[config.mk]
export PLATFORM = sky130hd
export DESIGN_NAME = note_grid_renderer
export DESIGN_NICKNAME = d
export VERILOG_FILES = /design/src/rtl/note_grid_renderer_pkg.sv /design/src/rtl/note_grid_renderer_window.sv /design/src/rtl/note_grid_renderer.sv
export SDC_FILE = /design/constraint.sdc
export NUM_CORES = 1
export LEC_CHECK = 0
export ABC_AREA = 1
export BUFFER_PORTS_ARGS = -buffer_cell sky130_fd_sc_hd__clkbuf_2
export CORE_MARGIN = 1
export CORE_UTILIZATION = 54
export DETAILED_ROUTE_END_ITERATION = 6
export GPL_ROUTABILITY_DRIVEN = 0
export PLACE_DENSITY = 0.77
export SYNTH_ARGS = -nofsm -noshare
export SYNTH_HDL_FRONTEND = slang
export SYNTH_HIERARCHICAL = 1
export SYNTH_SLANG_ARGS = --single-unit
[constraint.sdc]
create_clock -name clock -period 3.38 [get_ports clock]
set_clock_uncertainty 0.2 [all_clocks]
set_input_delay 0.507 -clock clock [delete_from_list [all_inputs] [get_ports clock]]
set_output_delay 0.507 -clock clock [all_outputs]
set_load 0.01 [all_outputs]
[src/rtl/note_grid_renderer_pkg.sv]
// Shared types and helpers for the note grid renderer: FSM state encoding,
// colour constants and a width helper that never returns zero.
package note_grid_renderer_pkg;

    typedef enum logic [2:0] {
        ST_IDLE  = 3'd0,
        ST_FETCH = 3'd1,
        ST_LOAD  = 3'd2,
        ST_DRAW  = 3'd3,
        ST_DONE  = 3'd4
    } state_t;

    localparam logic [2:0] COL_WHITE = 3'b111;

    // Bit width needed to index n items, at least one bit.
    function automatic int width_of(input int n);
        if (n > 1) begin
            return $clog2(n);
        end else begin
            return 1;
        end
    endfunction

endpackage

[src/rtl/note_grid_renderer_window.sv]
// Per-lane scrolling note window: LANES x BOXES shift registers. Column 0
// receives the new song column; notes move toward column BOXES-1 (strike).
module note_grid_renderer_window #(
    parameter int LANES = 3,
    parameter int BOXES = 4
) (
    input  logic             clock,
    input  logic             reset,
    input  logic             clear,
    input  logic             shift,
    input  logic [LANES-1:0] din,
    input  logic [2:0]       rdLane,
    input  logic [2:0]       rdCol,
    output logic             rdBit,
    output logic [LANES-1:0] strike
);

    logic [LANES-1:0][BOXES-1:0] cells_r;
    logic                        rd_bit_s;
    logic [LANES-1:0]            strike_s;

    // Window storage: cleared on reset/restart, shifted once per song step.
    always_ff @(posedge clock) begin
        if (reset || clear) begin
            cells_r <= '0;
        end else if (shift) begin
            for (int l = 0; l < LANES; l++) begin
                cells_r[l] <= {cells_r[l][BOXES-2:0], din[l]};
            end
        end
    end

    // Cell read for the rasteriser and strike-column extraction.
    always_comb begin
        rd_bit_s = 1'b0;
        strike_s = '0;
        for (int l = 0; l < LANES; l++) begin
            strike_s[l] = cells_r[l][BOXES-1];
            for (int c = 0; c < BOXES; c++) begin
                rd_bit_s = rd_bit_s |
                           ((3'(l) == rdLane) && (3'(c) == rdCol) && cells_r[l][c]);
            end
        end
    end

    assign rdBit  = rd_bit_s;
    assign strike = strike_s;

endmodule

[src/rtl/note_grid_renderer.sv]
// Note grid renderer: steps the song one column per frame tick, then
// rasterises every box of the LANES x BOXES grid to the VGA plot port.
module note_grid_renderer
    import note_grid_renderer_pkg::*;
#(
    parameter int         LANES    = 3,
    parameter int         BOXES    = 4,
    parameter int         SONG_LEN = 115,
    parameter int         BOX_W    = 30,
    parameter int         BOX_H    = 60,
    parameter int         ORIGIN_X = 0,
    parameter int         ORIGIN_Y = 60,
    parameter logic [2:0] BG_COL   = COL_WHITE
) (
    input  logic                                clock,
    input  logic                                reset,
    input  logic                                start,
    input  logic                                restart,
    output logic [width_of(SONG_LEN)-1:0]       songAddr,
    input  logic [LANES-1:0]                    songData,
    output logic [width_of(BOX_W*BOX_H)-1:0]    spriteAddr,
    input  logic [2:0]                          spriteData,
    output logic [8:0]                          vgaX,
    output logic [7:0]                          vgaY,
    output logic [2:0]                          vgaColour,
    output logic                                plot,
    input  logic                                plotReady,
    output logic                                busy,
    output logic                                frameDone,
    output logic                                songDone,
    output logic [LANES-1:0]                    strikeNotes
);

    localparam int          SAW        = width_of(SONG_LEN);
    localparam int          SPW        = width_of(BOX_W * BOX_H);
    localparam int          PXW        = width_of(BOX_W);
    localparam int          PYW        = width_of(BOX_H);
    localparam logic [15:0] SONG_LEN_W = 16'(SONG_LEN);
    localparam logic [15:0] END_STEP   = 16'(SONG_LEN + BOXES);

    state_t           state_r, state_next_s;
    logic [15:0]      step_r, step_inc_s;
    logic [SAW-1:0]   song_addr_r;
    logic             song_done_r, busy_r, frame_done_r;
    logic             load_s, adv_s, last_pix_s;
    logic             px_wrap_s, py_wrap_s, col_wrap_s, lane_wrap_s;
    logic [LANES-1:0] window_din_s, strike_s;
    logic             cell_bit_s;
    logic [8:0]       x_s;
    logic [7:0]       y_s;
    // stage 0: raster counters (drive the sprite ROM address)
    logic [PXW-1:0]   px_r;
    logic [PYW-1:0]   py_r;
    logic [2:0]       col_r, lane_r;
    logic [SPW-1:0]   sprite_addr_r;
    logic             s0_valid_r;
    // middle: pixel metadata waiting for the sprite ROM read
    logic [8:0]       mid_x_r;
    logic [7:0]       mid_y_r;
    logic             mid_bit_r, mid_last_r, mid_valid_r, mid_fresh_r;
    logic [2:0]       mid_data_r, sprite_colour_s;
    // stage 1: registered plot outputs
    logic [8:0]       out_x_r;
    logic [7:0]       out_y_r;
    logic [2:0]       out_colour_r;
    logic             plot_r, out_last_r;

    assign load_s     = (state_r == ST_LOAD) && !restart;
    assign adv_s      = !plot_r || plotReady;
    assign step_inc_s = step_r + 16'd1;

    // Next-state logic; restart overrides everything and returns to idle.
    always_comb begin
        state_next_s = state_r;
        if (restart) begin
            state_next_s = ST_IDLE;
        end else begin
            case (state_r)
                ST_IDLE: begin
                    if (start && !song_done_r) state_next_s = ST_FETCH;
                    else                       state_next_s = ST_IDLE;
                end
                ST_FETCH: state_next_s = ST_LOAD;
                ST_LOAD:  state_next_s = ST_DRAW;
                ST_DRAW: begin
                    if (plot_r && plotReady && out_last_r) state_next_s = ST_DONE;
                    else                                   state_next_s = ST_DRAW;
                end
                ST_DONE:  state_next_s = ST_IDLE;
                default:  state_next_s = ST_IDLE;
            endcase
        end
    end

    // FSM state register.
    always_ff @(posedge clock) begin
        if (reset) state_r <= ST_IDLE;
        else       state_r <= state_next_s;
    end

    // Registered busy/frameDone decoded from the state being entered.
    always_ff @(posedge clock) begin
        if (reset) begin
            busy_r       <= 1'b0;
            frame_done_r <= 1'b0;
        end else begin
            busy_r       <= (state_next_s == ST_FETCH) || (state_next_s == ST_LOAD) ||
                            (state_next_s == ST_DRAW);
            frame_done_r <= (state_next_s == ST_DONE);
        end
    end

    // Song step counter, ROM address and sticky end-of-song flag.
    always_ff @(posedge clock) begin
        if (reset || restart) begin
            step_r      <= 16'd0;
            song_addr_r <= '0;
            song_done_r <= 1'b0;
        end else if (load_s) begin
            step_r <= step_inc_s;
            if (step_inc_s < SONG_LEN_W) song_addr_r <= SAW'(step_inc_s);
            else                         song_addr_r <= '0;
            if (step_inc_s == END_STEP)  song_done_r <= 1'b1;
        end
    end

    // New window column: song data while the song lasts, then empty columns.
    always_comb begin
        if (step_r < SONG_LEN_W) window_din_s = songData;
        else                     window_din_s = '0;
    end

    note_grid_renderer_window #(
        .LANES (LANES),
        .BOXES (BOXES)
    ) u_window (
        .clock  (clock),
        .reset  (reset),
        .clear  (restart),
        .shift  (load_s),
        .din    (window_din_s),
        .rdLane (lane_r),
        .rdCol  (col_r),
        .rdBit  (cell_bit_s),
        .strike (strike_s)
    );

    // Raster position decode; coordinates wrap naturally to 9/8 bits.
    always_comb begin
        px_wrap_s   = (px_r == PXW'(BOX_W - 1));
        py_wrap_s   = (py_r == PYW'(BOX_H - 1));
        col_wrap_s  = (col_r == 3'(BOXES - 1));
        lane_wrap_s = (lane_r == 3'(LANES - 1));
        last_pix_s  = px_wrap_s && py_wrap_s && col_wrap_s && lane_wrap_s;
        x_s = 9'(ORIGIN_X) + 9'(col_r) * 9'(BOX_W) + 9'(px_r);
        y_s = 8'(ORIGIN_Y) + 8'(lane_r) * 8'(BOX_H) + 8'(py_r);
    end

    // Stage 0 raster counters; the sprite address follows py*BOX_W+px linearly.
    always_ff @(posedge clock) begin
        if (reset || restart || load_s) begin
            px_r          <= '0;
            py_r          <= '0;
            col_r         <= 3'd0;
            lane_r        <= 3'd0;
            sprite_addr_r <= '0;
            s0_valid_r    <= load_s;
        end else if (adv_s && s0_valid_r) begin
            if (last_pix_s) s0_valid_r <= 1'b0;
            if (px_wrap_s && py_wrap_s) sprite_addr_r <= '0;
            else                        sprite_addr_r <= sprite_addr_r + SPW'(1);
            if (px_wrap_s) begin
                px_r <= '0;
                if (py_wrap_s) begin
                    py_r <= '0;
                    if (col_wrap_s) begin
                        col_r  <= 3'd0;
                        lane_r <= lane_r + 3'd1;
                    end else begin
                        col_r <= col_r + 3'd1;
                    end
                end else begin
                    py_r <= py_r + PYW'(1);
                end
            end else begin
                px_r <= px_r + PXW'(1);
            end
        end
    end

    // Sprite data is fresh only the cycle after the middle stage loads; a
    // stall captures it so the held address can move on without losing it.
    always_comb begin
        if (mid_fresh_r) sprite_colour_s = spriteData;
        else             sprite_colour_s = mid_data_r;
    end

    // Middle and output pipeline registers, advancing only when not stalled.
    always_ff @(posedge clock) begin
        if (reset) begin
            mid_x_r      <= 9'd0;
            mid_y_r      <= 8'd0;
            mid_bit_r    <= 1'b0;
            mid_last_r   <= 1'b0;
            mid_valid_r  <= 1'b0;
            mid_fresh_r  <= 1'b0;
            mid_data_r   <= 3'd0;
            out_x_r      <= 9'd0;
            out_y_r      <= 8'd0;
            out_colour_r <= 3'd0;
            out_last_r   <= 1'b0;
            plot_r       <= 1'b0;
        end else if (restart) begin
            mid_valid_r <= 1'b0;
            mid_fresh_r <= 1'b0;
            plot_r      <= 1'b0;
        end else begin
            mid_fresh_r <= adv_s;
            if (mid_fresh_r) mid_data_r <= spriteData;
            if (adv_s) begin
                mid_valid_r  <= s0_valid_r;
                mid_x_r      <= x_s;
                mid_y_r      <= y_s;
                mid_bit_r    <= cell_bit_s;
                mid_last_r   <= last_pix_s;
                plot_r       <= mid_valid_r;
                out_x_r      <= mid_x_r;
                out_y_r      <= mid_y_r;
                out_colour_r <= mid_bit_r ? sprite_colour_s : BG_COL;
                out_last_r   <= mid_last_r;
            end
        end
    end

    assign songAddr    = song_addr_r;
    assign spriteAddr  = sprite_addr_r;
    assign vgaX        = out_x_r;
    assign vgaY        = out_y_r;
    assign vgaColour   = out_colour_r;
    assign plot        = plot_r;
    assign busy        = busy_r;
    assign frameDone   = frame_done_r;
    assign songDone    = song_done_r;
    assign strikeNotes = strike_s;

endmodule

==> flow_summary_export.csv <==
group,metric,value,unit
run_status,outcome,"finished, final reports clean",
layout,drive_above_1_share,14.38,%
routing,viasPerCell,5.393,
hold_path,min_path_type,"input pin to flop",
clock_network,cts_tree,"built",
timing,fin_crit_sh,94.16,%
layout,diodes,0,
synth,async_flop_share,0,%
worst_setup_path,crit_start,"lane_r[1]",
timing,setup_viol,0,
worst_setup_path,path_class,"flop to flop",
worst_setup_path,r2r_start,"lane_r[1]",
clock_network,clock-sinks,116,
grt,grt_pass1_wl,22250,um
worst_setup_path,cp-start-kind,"flop",
job,max_cap_viol_count,0,
hold_path,min-delay-start,"songData[0]",
synth,synth_edf_count,1,
timing,clock.fmax,0.3142,GHz
clock_network,cts_hold_buf,0,
worst_setup_path,cp-end-kind,"flop",
routing,drtIter0Drc,336,
synth,synthCells,809,
routing,wl_per_cell,12.97,um
routing,totalWireLength,13130,um
routing,dr.pass1.iters,5,
timing,finalSetupTns,0,ns
synth,syn-cell-area,5911,sq um
routing,ant_nets,0,
synth,yosysSeqAreaShare,39.46,%
layout,regArea,2332,sq um
synth,ys.flop_type,"dfxtp_1",
layout,area_growth_syn_to_layout,17.55,%
synth,synth_nets,858,
die,initial_core_util,56.49,%
grt,grt_use_total,24.49,%
synth,ys_types,38,
timing,drv_slew,0,
clock_network,htreeDepth,4,
pwr,seq_power_share,40.1,%
place,dpl.hpwl,9186,um
clock_network,clock_latency,0.51,ns
worst_setup_path,cp_max_fo,4,
pwr,peakVddDrop,0.0004260,V
layout,fill_cells,891,
pwr,power.share.clock,55.6,%
die,dieArea,11370,sq um
routing,num_vias,5458,
grt,antenna_found_initial,0,
layout,finalNetCount,913,
timing,hold_viol,0,
die,die_w,106.6,um
pwr,combinationalPowerShare,4.3,%
pwr,leakagePower,3.051,nW
grt,grt_max_degree,48,
die,die_y,106.6,um
grt,first_global_vias,5177,
layout,fin_util,66.41,%
clock_network,clk_pin_slew,0.06,ns
pwr,power.internal,0.002833,W
timing,maxSlewHeadroom,39.34,%
synth,synth_top_area_share,38.95,%
pwr,switching_power,0.0007258,W
synth,syn_area_per_cell,7.306,sq um
timing,period_needed,3.182,ns
die,rows,37,
synth,yosys.area.top_type,"dfxtp_1",
die,core,10460,sq um
grt,gr-total-overflow,0,
clock_network,cts_buffers,17,
worst_setup_path,crit_arrival,3.39,ns
pwr,p_per_area,512.3,nW/um^2
synth,yosys-top-cells-area,"dfxtp_1 (39%), nand2_1 (8.8%), nor2_1 (7.4%)",
timing,rsz0062_at_grt,"false",
timing,tightestPinTransition,0.9089,ns
clock_network,clk_path_buf_depth,2,
layout,multi_input_area,3038,sq um
pwr,switching_share,20.39,%
worst_setup_path,cp_data_required_time,3.59,ns
routing,drc,0,
place,io_buffers,55,
synth,synth-seq-cells,116,
synth,ys_warn_count,6,
clock_network,cts_root_buf,"clkbuf_8",
die,io_pins,56,
## synthesized netlist by cell type (3+ instances only)
master    instances
xnor2_1          10
nand3_1          35
o21a_1            3
nand2_1         138
a21oi_2          10
a31oi_1           3
a211oi_1          4
buf_4             4
a21oi_1          65
nor2_2            4
nor2_4            4
inv_1           105
o21ai_0          58
dfxtp_1         115
nor4_1            3
o21ai_1           4
ha_1             30
nand4_1          20
nor2_1          116
buf_2             6
xor2_1            9
clkbuf_1         15
fa_1              8
inv_2             4
nor3_1           18
nand2_2           4
## routing by layer
layer	GRT usage [%]	up-vias	part of all wire, %
met1	26.37	2539	41
met2	43.18	153	51
met4	11.45	0	2.7
li1	-	2731	-
met5	0	-	0
met3	8.085	35	5.4
## worst paths after layout
kind / endpoint / slack (ns) / cells after the start
setup / recovery: mid_y_r[6] / 0.20 / 14
hold / removal: u_window/cells_r[0] / 0.11 / 5
setup reg to reg: mid_y_r[6] / 0.20 / 14
hold reg to reg: songAddr[4] / 0.27 / 2
## cell usage in the layout (no fill, tap or decap), types with 16 or more instances in the layout
| master | netlist | final |
|---|---|---|
| nor3_1 | 18 | 18 |
| inv_1 | 105 | 105 |
| clkbuf_16 | 0 | 16 |
| nand3_1 | 35 | 35 |
| dfxtp_1 | 115 | 115 |
| nor2_1 | 116 | 115 |
| ha_1 | 30 | 29 |
| a21oi_1 | 65 | 65 |
| nand4_1 | 20 | 20 |
| clkbuf_2 | 0 | 55 |
| nand2_1 | 138 | 138 |
| o21ai_0 | 58 | 57 |
## layout make-up
cell class	instances	area share (%)
Clock buffer	21	6.465
Clock inverter	10	2.899
Inverter	112	6.069
Multi-Input combinational cell	554	43.72
Sequential cell	116	33.57
Tap cell	136	2.449
Timing Repair Buffer	63	4.826
## power groups by stage
| stage | clock (W) | combinational [W] | sequential, W |
|---|---|---|---|
| floorplan | 0 | 0.0000985 | 0.00146 |
| global placement | 0 | 0.000149 | 0.00145 |
| detailed placement | 0 | 0.000152 | 0.00146 |
| CTS | 0.00201 | 0.000154 | 0.00143 |
| global route | 0.00207 | 0.000175 | 0.00143 |
| finish | 0.00198 | 0.000153 | 0.00143 |
## through the flow
| step | total power [W] | hold slack [ns] | instance area, sq um | setup slack [ns] | cells |
|---|---|---|---|---|---|
| 2_1_floorplan | 0.001558 | 0.2396 | 5911 | 0.1450 | 809 |
| 3_3_place_gp | 0.001603 | 0.2527 | 6287 | 0.2074 | 981 |
| 3_5_place_dp | 0.001607 | 0.2544 | 6287 | 0.1183 | 981 |
| 4_1_cts | 0.003586 | 0.09678 | 6938 | 0.09096 | 1012 |
| 5_1_grt | 0.003676 | 0.1112 | 6948 | 0.02511 | 1012 |
| 6_report | 0.003559 | 0.1076 | 6948 | 0.1975 | 1012 |
## timing repair
item,in CTS,in global routing
endpoints found under the setup margin,0,2
buffers inserted,0,0
resized for setup,0,4
## flip-flops by register name, indices dropped and copies added (netlist names), 5 cells and up
name / cells
vgaY: 8
mid_x_r: 9
mid_y_r: 8
px_r: 5
py_r: 6
songAddr: 7
spriteAddr: 11
u_window/cells_r: 9
vgaX: 9
step_r: 16
## cell families (layout without fill, tap and decap cells)
group,Yosys count,count (layout),share of synthesized area [%]
AND/OR/NAND/NOR,347,347,25.36
AO/OA/AOI/OAI,150,150,13.95
buffers and inverters,139,206,9.356
flip-flops,116,116,39.46
adder cells (fa/ha/maj),38,38,9.060
XOR/XNOR,19,19,2.815
## worst max-delay path, stage by stage, from the launching register on
cell	delay, ns
dfxtp_1	0.38
fa_2	0.49
ha_1	0.25
fa_1	0.48
inv_1	0.04
ha_1	0.26
inv_1	0.04
ha_2	0.35
nand2_1	0.06
nor2_1	0.13
a211oi_2	0.06
nand2_1	0.06
nand2_1	0.05
o221ai_1	0.16
inv_1	0.05
(Power assumes the default switching activity.)
